[src/rtl/alu_pkg.sv]
// Shared types, packet geometry and CRC3 helper for the ALU serial response receiver.
package alu_pkg;

    typedef enum logic {PKT_DATA = 1'b0, PKT_CTL = 1'b1} packet_type_t;
    typedef enum logic [1:0] {ST_WAIT_FIRST, ST_DATA, ST_WAIT_CTL} rsp_state_t;
    typedef enum logic [1:0] {RX_IDLE, RX_SHIFT, RX_WAIT_HIGH} rx_state_t;

    localparam int PKT_LEN = 11;

    // Error CTL flag layout: err[5:0] = {DATA, CRC, OP, DATA, CRC, OP}
    localparam int ERR_OP_BIT   = 0;
    localparam int ERR_DATA_BIT = 2;
    localparam int ERR_COPY_OFS = 3;

    // x^3+x+1, init 000, message shifted in MSB first
    function automatic logic [2:0] crc3_calc(input logic [36:0] msg);
        logic [2:0] c;
        logic       fb;
        c = 3'b000;
        for (int i = 36; i >= 0; i--) begin
            fb = msg[i] ^ c[2];
            c  = {c[1], c[0] ^ fb, fb};
        end
        return c;
    endfunction

endpackage

[src/rtl/alu_packet_rx.sv]
// Bit-level deframer: start detect, type + 8 payload bits MSB first, stop check.
module alu_packet_rx
    import alu_pkg::*;
(
    input  logic         clk,
    input  logic         rst_n,
    input  logic         sout,
    output logic         pkt_valid,
    output packet_type_t pkt_type,
    output logic [7:0]   pkt_data,
    output logic         pkt_stop_err,
    output logic         busy
);

    localparam logic [3:0] STOP_IDX = 4'(PKT_LEN - 2);

    rx_state_t  state;
    logic [3:0] bit_cnt;
    logic [8:0] shift;

    assign busy = (state != RX_IDLE);

    always_ff @(posedge clk or negedge rst_n) begin
        if (!rst_n) begin
            state        <= RX_IDLE;
            bit_cnt      <= 4'd0;
            shift        <= 9'd0;
            pkt_valid    <= 1'b0;
            pkt_type     <= PKT_DATA;
            pkt_data     <= 8'd0;
            pkt_stop_err <= 1'b0;
        end else begin
            pkt_valid    <= 1'b0;
            pkt_stop_err <= 1'b0;
            case (state)
                RX_IDLE: begin
                    if (!sout) begin
                        state   <= RX_SHIFT;
                        bit_cnt <= 4'd0;
                    end
                end
                RX_SHIFT: begin
                    if (bit_cnt == STOP_IDX) begin
                        bit_cnt <= 4'd0;
                        if (sout) begin
                            pkt_valid <= 1'b1;
                            pkt_type  <= packet_type_t'(shift[8]);
                            pkt_data  <= shift[7:0];
                            state     <= RX_IDLE;
                        end else begin
                            // Bad stop: wait for the line to go high before hunting a new start
                            pkt_stop_err <= 1'b1;
                            state        <= RX_WAIT_HIGH;
                        end
                    end else begin
                        shift   <= {shift[7:0], sout};
                        bit_cnt <= bit_cnt + 4'd1;
                    end
                end
                RX_WAIT_HIGH: begin
                    if (sout) state <= RX_IDLE;
                end
                default: state <= RX_IDLE;
            endcase
        end
    end

endmodule

[src/rtl/alu_rsp_deserializer.sv]
// Response assembler: DATA/CTL sequencing, CRC3/parity checks, inter-packet timeout.
module alu_rsp_deserializer
    import alu_pkg::*;
#(
    parameter int TIMEOUT_CYCLES = 32
) (
    input  logic        clk,
    input  logic        rst_n,
    input  logic        sout,
    output logic        rsp_valid,
    output logic [31:0] rsp_C,
    output logic [3:0]  rsp_flags,
    output logic        rsp_err,
    output logic [5:0]  rsp_err_flags,
    output logic        rsp_chk_ok,
    output logic        frame_err
);

    localparam int             CNT_W     = $clog2(TIMEOUT_CYCLES + 1);
    localparam logic [CNT_W-1:0] IDLE_LAST = CNT_W'(TIMEOUT_CYCLES - 1);

    logic         pkt_valid;
    packet_type_t pkt_type;
    logic [7:0]   pkt_data;
    logic         pkt_stop_err;
    logic         rx_busy;

    alu_packet_rx u_rx (
        .clk          (clk),
        .rst_n        (rst_n),
        .sout         (sout),
        .pkt_valid    (pkt_valid),
        .pkt_type     (pkt_type),
        .pkt_data     (pkt_data),
        .pkt_stop_err (pkt_stop_err),
        .busy         (rx_busy)
    );

    rsp_state_t       state;
    logic [2:0]       byte_cnt;
    logic [31:0]      c_shift;
    logic [CNT_W-1:0] idle_cnt;

    logic       abort, accept_data, emit_norm, emit_err, idle_run;
    logic [5:0] err_bits;
    logic       err_chk_ok;
    logic       crc_ok;

    assign err_bits   = pkt_data[6:1];
    assign err_chk_ok = ~^pkt_data &&
        (err_bits[ERR_DATA_BIT:ERR_OP_BIT] ==
         err_bits[ERR_DATA_BIT+ERR_COPY_OFS:ERR_OP_BIT+ERR_COPY_OFS]);
    assign crc_ok     = (crc3_calc({c_shift, 1'b0, pkt_data[6:3]}) == pkt_data[2:0]);

    always_comb begin
        abort       = 1'b0;
        accept_data = 1'b0;
        emit_norm   = 1'b0;
        emit_err    = 1'b0;
        idle_run    = 1'b0;
        if (pkt_stop_err) begin
            abort = 1'b1;
        end else if (pkt_valid) begin
            case (state)
                ST_WAIT_FIRST: begin
                    if (pkt_type == PKT_DATA) accept_data = 1'b1;
                    else if (pkt_data[7])     emit_err    = 1'b1;
                    else                      abort       = 1'b1;
                end
                ST_DATA: begin
                    if (pkt_type == PKT_DATA) accept_data = 1'b1;
                    else                      abort       = 1'b1;
                end
                ST_WAIT_CTL: begin
                    if (pkt_type == PKT_CTL && !pkt_data[7]) emit_norm = 1'b1;
                    else                                     abort     = 1'b1;
                end
                default: abort = 1'b1;
            endcase
        end else if (state != ST_WAIT_FIRST && !rx_busy && sout) begin
            // Idle-high gap inside a response
            if (idle_cnt == IDLE_LAST) abort    = 1'b1;
            else                       idle_run = 1'b1;
        end
    end

    always_ff @(posedge clk or negedge rst_n) begin
        if (!rst_n) begin
            state         <= ST_WAIT_FIRST;
            byte_cnt      <= 3'd0;
            c_shift       <= 32'd0;
            idle_cnt      <= '0;
            rsp_valid     <= 1'b0;
            rsp_C         <= 32'd0;
            rsp_flags     <= 4'd0;
            rsp_err       <= 1'b0;
            rsp_err_flags <= 6'd0;
            rsp_chk_ok    <= 1'b0;
            frame_err     <= 1'b0;
        end else begin
            rsp_valid <= 1'b0;
            frame_err <= abort;
            idle_cnt  <= idle_run ? idle_cnt + 1'b1 : '0;
            if (abort) begin
                state    <= ST_WAIT_FIRST;
                byte_cnt <= 3'd0;
                c_shift  <= 32'd0;
            end else if (accept_data) begin
                c_shift  <= {c_shift[23:0], pkt_data};
                byte_cnt <= byte_cnt + 3'd1;
                state    <= (byte_cnt == 3'd3) ? ST_WAIT_CTL : ST_DATA;
            end else if (emit_norm || emit_err) begin
                rsp_valid     <= 1'b1;
                rsp_C         <= emit_norm ? c_shift : 32'd0;
                rsp_flags     <= emit_norm ? pkt_data[6:3] : 4'd0;
                rsp_err       <= emit_err;
                rsp_err_flags <= emit_err ? err_bits : 6'd0;
                rsp_chk_ok    <= emit_norm ? crc_ok : err_chk_ok;
                state         <= ST_WAIT_FIRST;
                byte_cnt      <= 3'd0;
                c_shift       <= 32'd0;
            end
        end
    end

endmodule

[config.mk]
export PLATFORM = sky130hd
export DESIGN_NAME = alu_rsp_deserializer
export DESIGN_NICKNAME = d
export VERILOG_FILES = /design/src/rtl/alu_pkg.sv /design/src/rtl/alu_packet_rx.sv /design/src/rtl/alu_rsp_deserializer.sv
export SDC_FILE = /design/constraint.sdc
export NUM_CORES = 1
export LEC_CHECK = 0
export CORE_MARGIN = 2
export CORE_UTILIZATION = 32
export CTS_CLUSTER_DIAMETER = 120
export DETAILED_ROUTE_END_ITERATION = 7
export REMOVE_ABC_BUFFERS = 1
export SYNTH_ARGS = -nofsm -noshare
export SYNTH_HDL_FRONTEND = slang
export SYNTH_HIERARCHICAL = 1
export SYNTH_SLANG_ARGS = --single-unit
[constraint.sdc]
create_clock -name clk -period 2.6 [get_ports clk]
set_input_delay 0.52 -clock clk [delete_from_list [all_inputs] [get_ports clk]]
set_output_delay 0.52 -clock clk [all_outputs]
set_load 0.03 [all_outputs]
==> results.json, run 1 <==
{
  "nNetsFinal": 421,
  "cts_tree": "built",
  "gp_congestion": 0.716,
  "num_io_pins": 49,
  "slew_headroom": 0.326,
  "status": "completed",
  "rows": 45,
  "setup_violations": 0,
  "fp.dieH_um": 128,
  "dp_hpwl_um": 6800,
  "synth_top_flop_cell": "dfrtp_1",
  "synth_top_area_frac": 0.583,
  "cts_sinks": 115,
  "viasPerCell": 5.08,
  "yosys-top-cells-count": "dfrtp_1 (115), a22o_1 (75), xnor2_1 (23)",
  "crit_fanout": 4,
  "max_cap_violations": 0,
  "synthCells": 355,
  "ys_ff_latch": 115,
  "h-tree-depth": 4,
  "antenna_found_initial": 0,
  "ys_types": 46,
  "rsz0062_at_grt": "false",
  "dr.first_iter.drc_count": 217,
  "ys.warnings.count": 6,
  "critPathCaptureType": "flop",
  "dp.cells": 581,
  "antenna_cells": 0,
  "skew_ns": 0.00685,
  "drive_above_1_share": 0.162,
  "die_w_um": 128,
  "core_area_mm2": 0.0151,
  "fin_crit_sh": 0.846,
  "cp.arrival_ns": 2.51,
  "clk_latency_ns": 0.41,
  "timing.hold.ws_ns": 0.470,
  "cp-start-kind": "flop",
  "grt_remaining_overflow": 0,
  "final_max_slew_viol_count": 0,
  "required_ns": 2.91,
  "drc": 0,
  "ant_nets": 0,
  "grt_max_degree": 46,
  "clk_pin_slew_ns": 0.05,
  "routed_wl_um": 10200,
  "die_area_mm2": 0.0164,
  "cts_buffers": 17,
  "synthTopCellsByArea": "dfrtp_1 (58%), a22o_1 (13%), xnor2_1 (4.1%)",
  "synth_area_mm2": 0.00494,
  "hold_viol": 0,
  "min_period_ns": 2.20,
  "async_flop_share": 1.00,
  "clock_path_buffers": 2,
  "grt_use_total": 0.136,
  "synth-edff-count": 0,
  "powerDensity_mw_per_mm2": 1040,
  "critical_path_class": "flop to flop",
  "grt_pass1_wl_um": 17200,
  "worstMarginPinSlew_ns": 1.01,
  "clockRootBuffer": "clkbuf_16",
  "yosysSeqAreaShare": 0.583,
  "grt_pass1_vias": 3226,
  "syn_to_final_growth_pct": 27.2,
  "wl_per_cell_um": 16.7,
  "yosysTopAreaCell": "dfrtp_1",
  "yosysMostFrequentCell": "dfrtp_1",
  "dr_total_vias": 3111,
  "hold_path.class": "flop to flop",
  "power.leakage_uw": 0.00289,
  "syn_avg_cell_area_um2": 13.9,
  "portBuffers": 48,
  "peakVddDrop_mv": 0.621,
  "drt_first_pass_iters": 4,
  "floorplan.initialDensity": 0.326,
  "fmax_mhz": 455,
  "instances_no_fill": 613
}
-- metal layers --
layer / global-route usage / up-vias / routed length [um]
met2: 0.211 / 60 / 4990
met3: 0.0363 / 13 / 340
li1: - / 1449 / -
met5: 0 / - / 0
met1: 0.182 / 1589 / 4730
met4: 0.0517 / 0 / 150
-- per-stage QoR --
step	total power (uW)	worst slack [ns]	TNS [ns]	instance area [um^2]	utilization
finish	6540	0.400	0	6280	0.415
global route	6890	0.248	0	6280	0.415
CTS	6600	0.362	0	6280	0.415
detailed placement	4150	0.238	0	5660	0.373
global placement	4070	0.286	0	5660	0.373
floorplan	3730	-0.750	-44.69	4840	-
-- cell families after synthesis --
logic type | synth area share
buffers and inverters | 0.0246
muxes | 0.0479
xor gates and xnor gates | 0.113
AOI/OAI and AO/OA | 0.162
adders and majority gates | 0.0127
DFF | 0.583
and+or+nand+nor | 0.0575
-- power by group --
group          total (uW)  switching, uW  leakage [uW]  internal, uW
combinational        1650            696       0.00103           958
sequential           2460            383       0.00156          2080
clock                2420            780      0.000303          1640
total                6540           1860       0.00289          4680
-- area by class of cell --
| type | count | area (um^2) |
|---|---|---|
| fill | 1371 | 8860 |
| timing repair buffer | 57 | 573 |
| inverter | 7 | 26.3 |
| clock buffer | 21 | 460 |
| tap | 188 | 235 |
| multi-input combinational | 215 | 1950 |
| sequential | 115 | 2880 |
| clock inverter | 10 | 156 |
-- registers in the layout (all words and copies together), names as in the netlist, 2 cells and up --
name and count:
u_rx/shift 9, idle_cnt 6, u_rx/state 2, rsp_err_flags 6, byte_cnt 3, c_shift 32
u_rx/pkt_data 8, u_rx/bit_cnt 4, state 2, rsp_C 32, rsp_flags 4
-- placed cells by master (no fill, tap or decap), drive strengths merged, types with 4 or more instances in the layout --
cell type and n:
xor2 12, clkbuf 21, clkinv 5, ha 5, dfrtp 115, a22o 76
a21oi 5, nor3 8, bufinv 4, xnor3 8, nand2 8, buf 9
clkdlybuf4s50 47, mux2 18, xnor2 24, nand3 4, nor2 11, inv 7
o21ai 5
-- worst max-delay path, stage by stage, from the launching register on --
cell,delay [ns]
dfrtp_1,0.44
xnor2_1,0.24
xnor3_2,0.48
xor3_2,0.41
nor3_1,0.22
o211ai_1,0.12
a31oi_1,0.20
-- what timing repair did --
item	in CTS	in global routing
gates resized for setup	0	0
setup buffers	0	0
hold buffers	1	0
endpoints found under the hold margin	15	0
-- final timing paths --
| kind | cells past startpoint | to | slack [ns] | from |
|---|---|---|---|---|
| worst max-delay path | 6 | rsp_chk_ok$_DFFE_PN0P_ | 0.40 | c_shift[10]$_DFFE_PN0P_ |
| worst min-delay path | 1 | idle_cnt[0]$_DFF_PN0_ | 0.47 | idle_cnt[0]$_DFF_PN0_ |
| worst max register to register | 6 | rsp_chk_ok$_DFFE_PN0P_ | 0.40 | c_shift[10]$_DFFE_PN0P_ |
| worst min register to register | 1 | idle_cnt[0]$_DFF_PN0_ | 0.47 | idle_cnt[0]$_DFF_PN0_ |
| max in group asynchronous | 3 | c_shift[2]$_DFFE_PN0P_ | 1.44 | rst_n |
| min in group asynchronous | 2 | u_rx/shift[4]$_DFFE_PN0P_ | 0.52 | rst_n |
Note: power is estimated with default switching activity, not from simulation.
==> inputs of run 2 (changes only) <==
==> constraint.sdc (replaced) <==
create_clock -name clk -period 1.9 [get_ports clk]
set_input_delay 0.38 -clock clk [delete_from_list [all_inputs] [get_ports clk]]
set_output_delay 0.38 -clock clk [all_outputs]
set_load 0.03 [all_outputs]
==> run 2 against run 1 <==
  * The flow now finishes with violations (setup timing)
  * Combinational power up 61%
  * Sequential share of layout area down 2.6 points
  * Clock skew grew 0.00096 ns
  * Fmax up 11%
  * First-iteration DRC count decreased by 6.5%
  * Worst hold slack got worse by 0.018 ns
  * Routed wire length is 8.9% higher
  * Final area up 6.1%
  * Utilization is 2.5 points higher
  * Critical path depth unchanged
  * Largest cell class unchanged
==> results.json, run 2 (synthesis results as in run 1) <==
{
  "status": "finished with violations",
  "violations": "setup timing",
  "powerDensity_mw_per_mm2": 1370,
  "fp.dieH_um": 128,
  "reg2reg_depth": 6,
  "clockRootBuffer": "clkbuf_16",
  "die_area_mm2": 0.0164,
  "dr.first_iter.drc_count": 203,
  "gp_congestion": 0.791,
  "crit_cells": 6,
  "cts_sinks": 115,
  "wl_per_cell_um": 17.0,
  "slew_headroom": 0.566,
  "portBuffers": 48,
  "worstPathCellList": "xnor3_1 > xnor3_2 > xor3_2 > nor3_2 > o211ai_1 > a31oi_1",
  "grt_use_total": 0.144,
  "largest_registers": "c_shift: 32 flops, rsp_C: 32 flops, u_rx/shift: 9 flops",
  "clk_latency_ns": 0.41,
  "num_io_pins": 49,
  "fin_crit_sh": 1.04,
  "dp_hpwl_um": 7190,
  "crit_buf_inv": 0,
  "max_cap_violations": 0,
  "place_area_mm2": 0.00595,
  "fmax_mhz": 506,
  "nNetsFinal": 462,
  "swShare": 0.286,
  "floorplan.initialDensity": 0.326,
  "syn_to_final_growth_pct": 34.9,
  "intPower_uw": 6530,
  "post-place-ws_ns": -0.183,
  "routed_wl_um": 11100,
  "crit_path_max_incr_delay_ns": 0.46,
  "power_frac_seq": 0.353,
  "clk_pin_slew_ns": 0.05,
  "drc": 0,
  "cpLargestDelayFamily": "XOR/XNOR gates",
  "design_area_mm2": 0.00667,
  "rows": 45,
  "hold_path.class": "input pin to async pin",
  "die_w_um": 128,
  "peakVddDrop_mv": 0.733,
  "layout_common_cells": "dfrtp_1 (115), a22o_1 (75), clkdlybuf4s50_1 (46), buf_4 (45), xnor2_1 (22)",
  "grt_remaining_overflow": 0,
  "cp-start-kind": "flop",
  "crit_fanout": 3,
  "drt_first_pass_iters": 4,
  "cp.arrival_ns": 2.31,
  "clockPowerShare": 0.355,
  "critical_path_class": "flop to flop",
  "hold_viol": 0,
  "setup_violations": 3,
  "h-tree-depth": 4,
  "viasPerCell": 4.99,
  "critPathCaptureType": "flop",
  "worstMarginPinSlew_ns": 0.650,
  "grt_pass1_wl_um": 17900,
  "drive_above_1_share": 0.260,
  "antenna_cells": 0,
  "cts_tree": "built",
  "required_ns": 2.23,
  "ant_nets": 0,
  "cts_buffers": 17,
  "worst_slack_ns": -0.0773,
  "antenna_found_initial": 0,
  "rsz0062_at_grt": "true",
  "combPwrFrac": 0.291,
  "min_period_ns": 1.98,
  "skew_ns": 0.00781,
  "core_area_mm2": 0.0151,
  "clock_path_buffers": 2,
  "power.leakage_uw": 0.00310,
  "crit_slowest_cell": "xor3_2",
  "switching_power_uw": 2620,
  "r2r-start": "c_shift[29]$_DFFE_PN0P_",
  "grt_max_degree": 38,
  "r2r_end": "rsp_chk_ok$_DFFE_PN0P_",
  "rrSetupSlack_ns": -0.08,
  "mostFrequentLayoutCell": "dfrtp_1",
  "final_max_slew_viol_count": 0,
  "grt_pass1_vias": 3317,
  "dr_total_vias": 3265
}
[run 2: changes by cell type in the layout (fill, tap and decap cells not counted), moves of 2 or more]
cell / previous run / this run
buf_4: 7 / 45
and3_1: 3 / 1
clkbuf_8: 2 / 4
clkinvlp_4: 1 / 3
and3_4: 0 / 2
[run 2: worst max path at each step]
stage	startpoint	end	slack, ns
after CTS	c_shift[27]$_DFFE_PN0P_	rsp_chk_ok$_DFFE_PN0P_	-0.07
after global routing	c_shift[24]$_DFFE_PN0P_	rsp_chk_ok$_DFFE_PN0P_	-0.18
final	c_shift[29]$_DFFE_PN0P_	rsp_chk_ok$_DFFE_PN0P_	-0.08
after floorplan	u_rx/pkt_stop_err$_DFF_PN0_	byte_cnt[1]$_DFFE_PN0P_	-1.45
after detailed placement	sout	c_shift[20]$_DFFE_PN0P_	-0.18
after global placement	sout	c_shift[20]$_DFFE_PN0P_	-0.16
[run 2: area by class of cell]
| type | count | area (um^2) |
|---|---|---|
| fill | 1340 | 8480 |
| inverter | 7 | 26.3 |
| tap | 188 | 235 |
| timing repair buffer | 97 | 888 |
| clock inverter | 9 | 128 |
| clock buffer | 22 | 484 |
| multi-input combinational | 216 | 2030 |
| sequential | 115 | 2880 |
[run 2: through the flow]
step | total power, uW | setup TNS, ns | std cells | hold slack, ns | util
after CTS | 9200 | -0.0744 | 652 | 0.440 | 0.437
after floorplan | 5110 | -100.02 | 337 | 0.0844 | -
after detailed placement | 5870 | -8.59 | 618 | 0.339 | 0.393
after global routing | 9620 | -1.56 | 654 | 0.468 | 0.440
after global placement | 5770 | -5.60 | 618 | 0.334 | 0.393
final | 9140 | -0.0825 | 654 | 0.451 | 0.440
[run 2: layer usage]
layer	track usage	wire length, um	part of all wire
met3	0.0430	384	0.035
met1	0.189	5100	0.46
met4	0.0504	91	0.0082
met2	0.226	5540	0.50
met5	0	0	0
[run 2: worst reg2reg max path, cell delays in order, from the launching register on]
cell and delay [ns]:
dfrtp_1 0.39, xnor3_1 0.34, xnor3_2 0.25, xor3_2 0.46, nor3_2 0.18, o211ai_1 0.11, a31oi_1 0.17
[run 2: power by group through the flow]
| stage | clock network, uW | logic, uW | registers, uW |
|---|---|---|---|
| 2_1_floorplan | 0 | 1880 | 3220 |
| 3_3_place_gp | 0 | 2520 | 3250 |
| 3_5_place_dp | 0 | 2600 | 3270 |
| 4_1_cts | 3320 | 2660 | 3230 |
| 5_1_grt | 3430 | 2910 | 3280 |
| 6_report | 3250 | 2660 | 3230 |
[run 2: timing repair]
item | 4_1_cts | 5_1_grt
hold buffers | 1 | 0
gates resized for setup | 7 | 9
setup buffers | 1 | 2
pin swaps | 3 | 2
endpoints found under the hold margin | 25 | 0
gates cloned | 1 | 0
endpoints found under the setup margin | 80 | 37
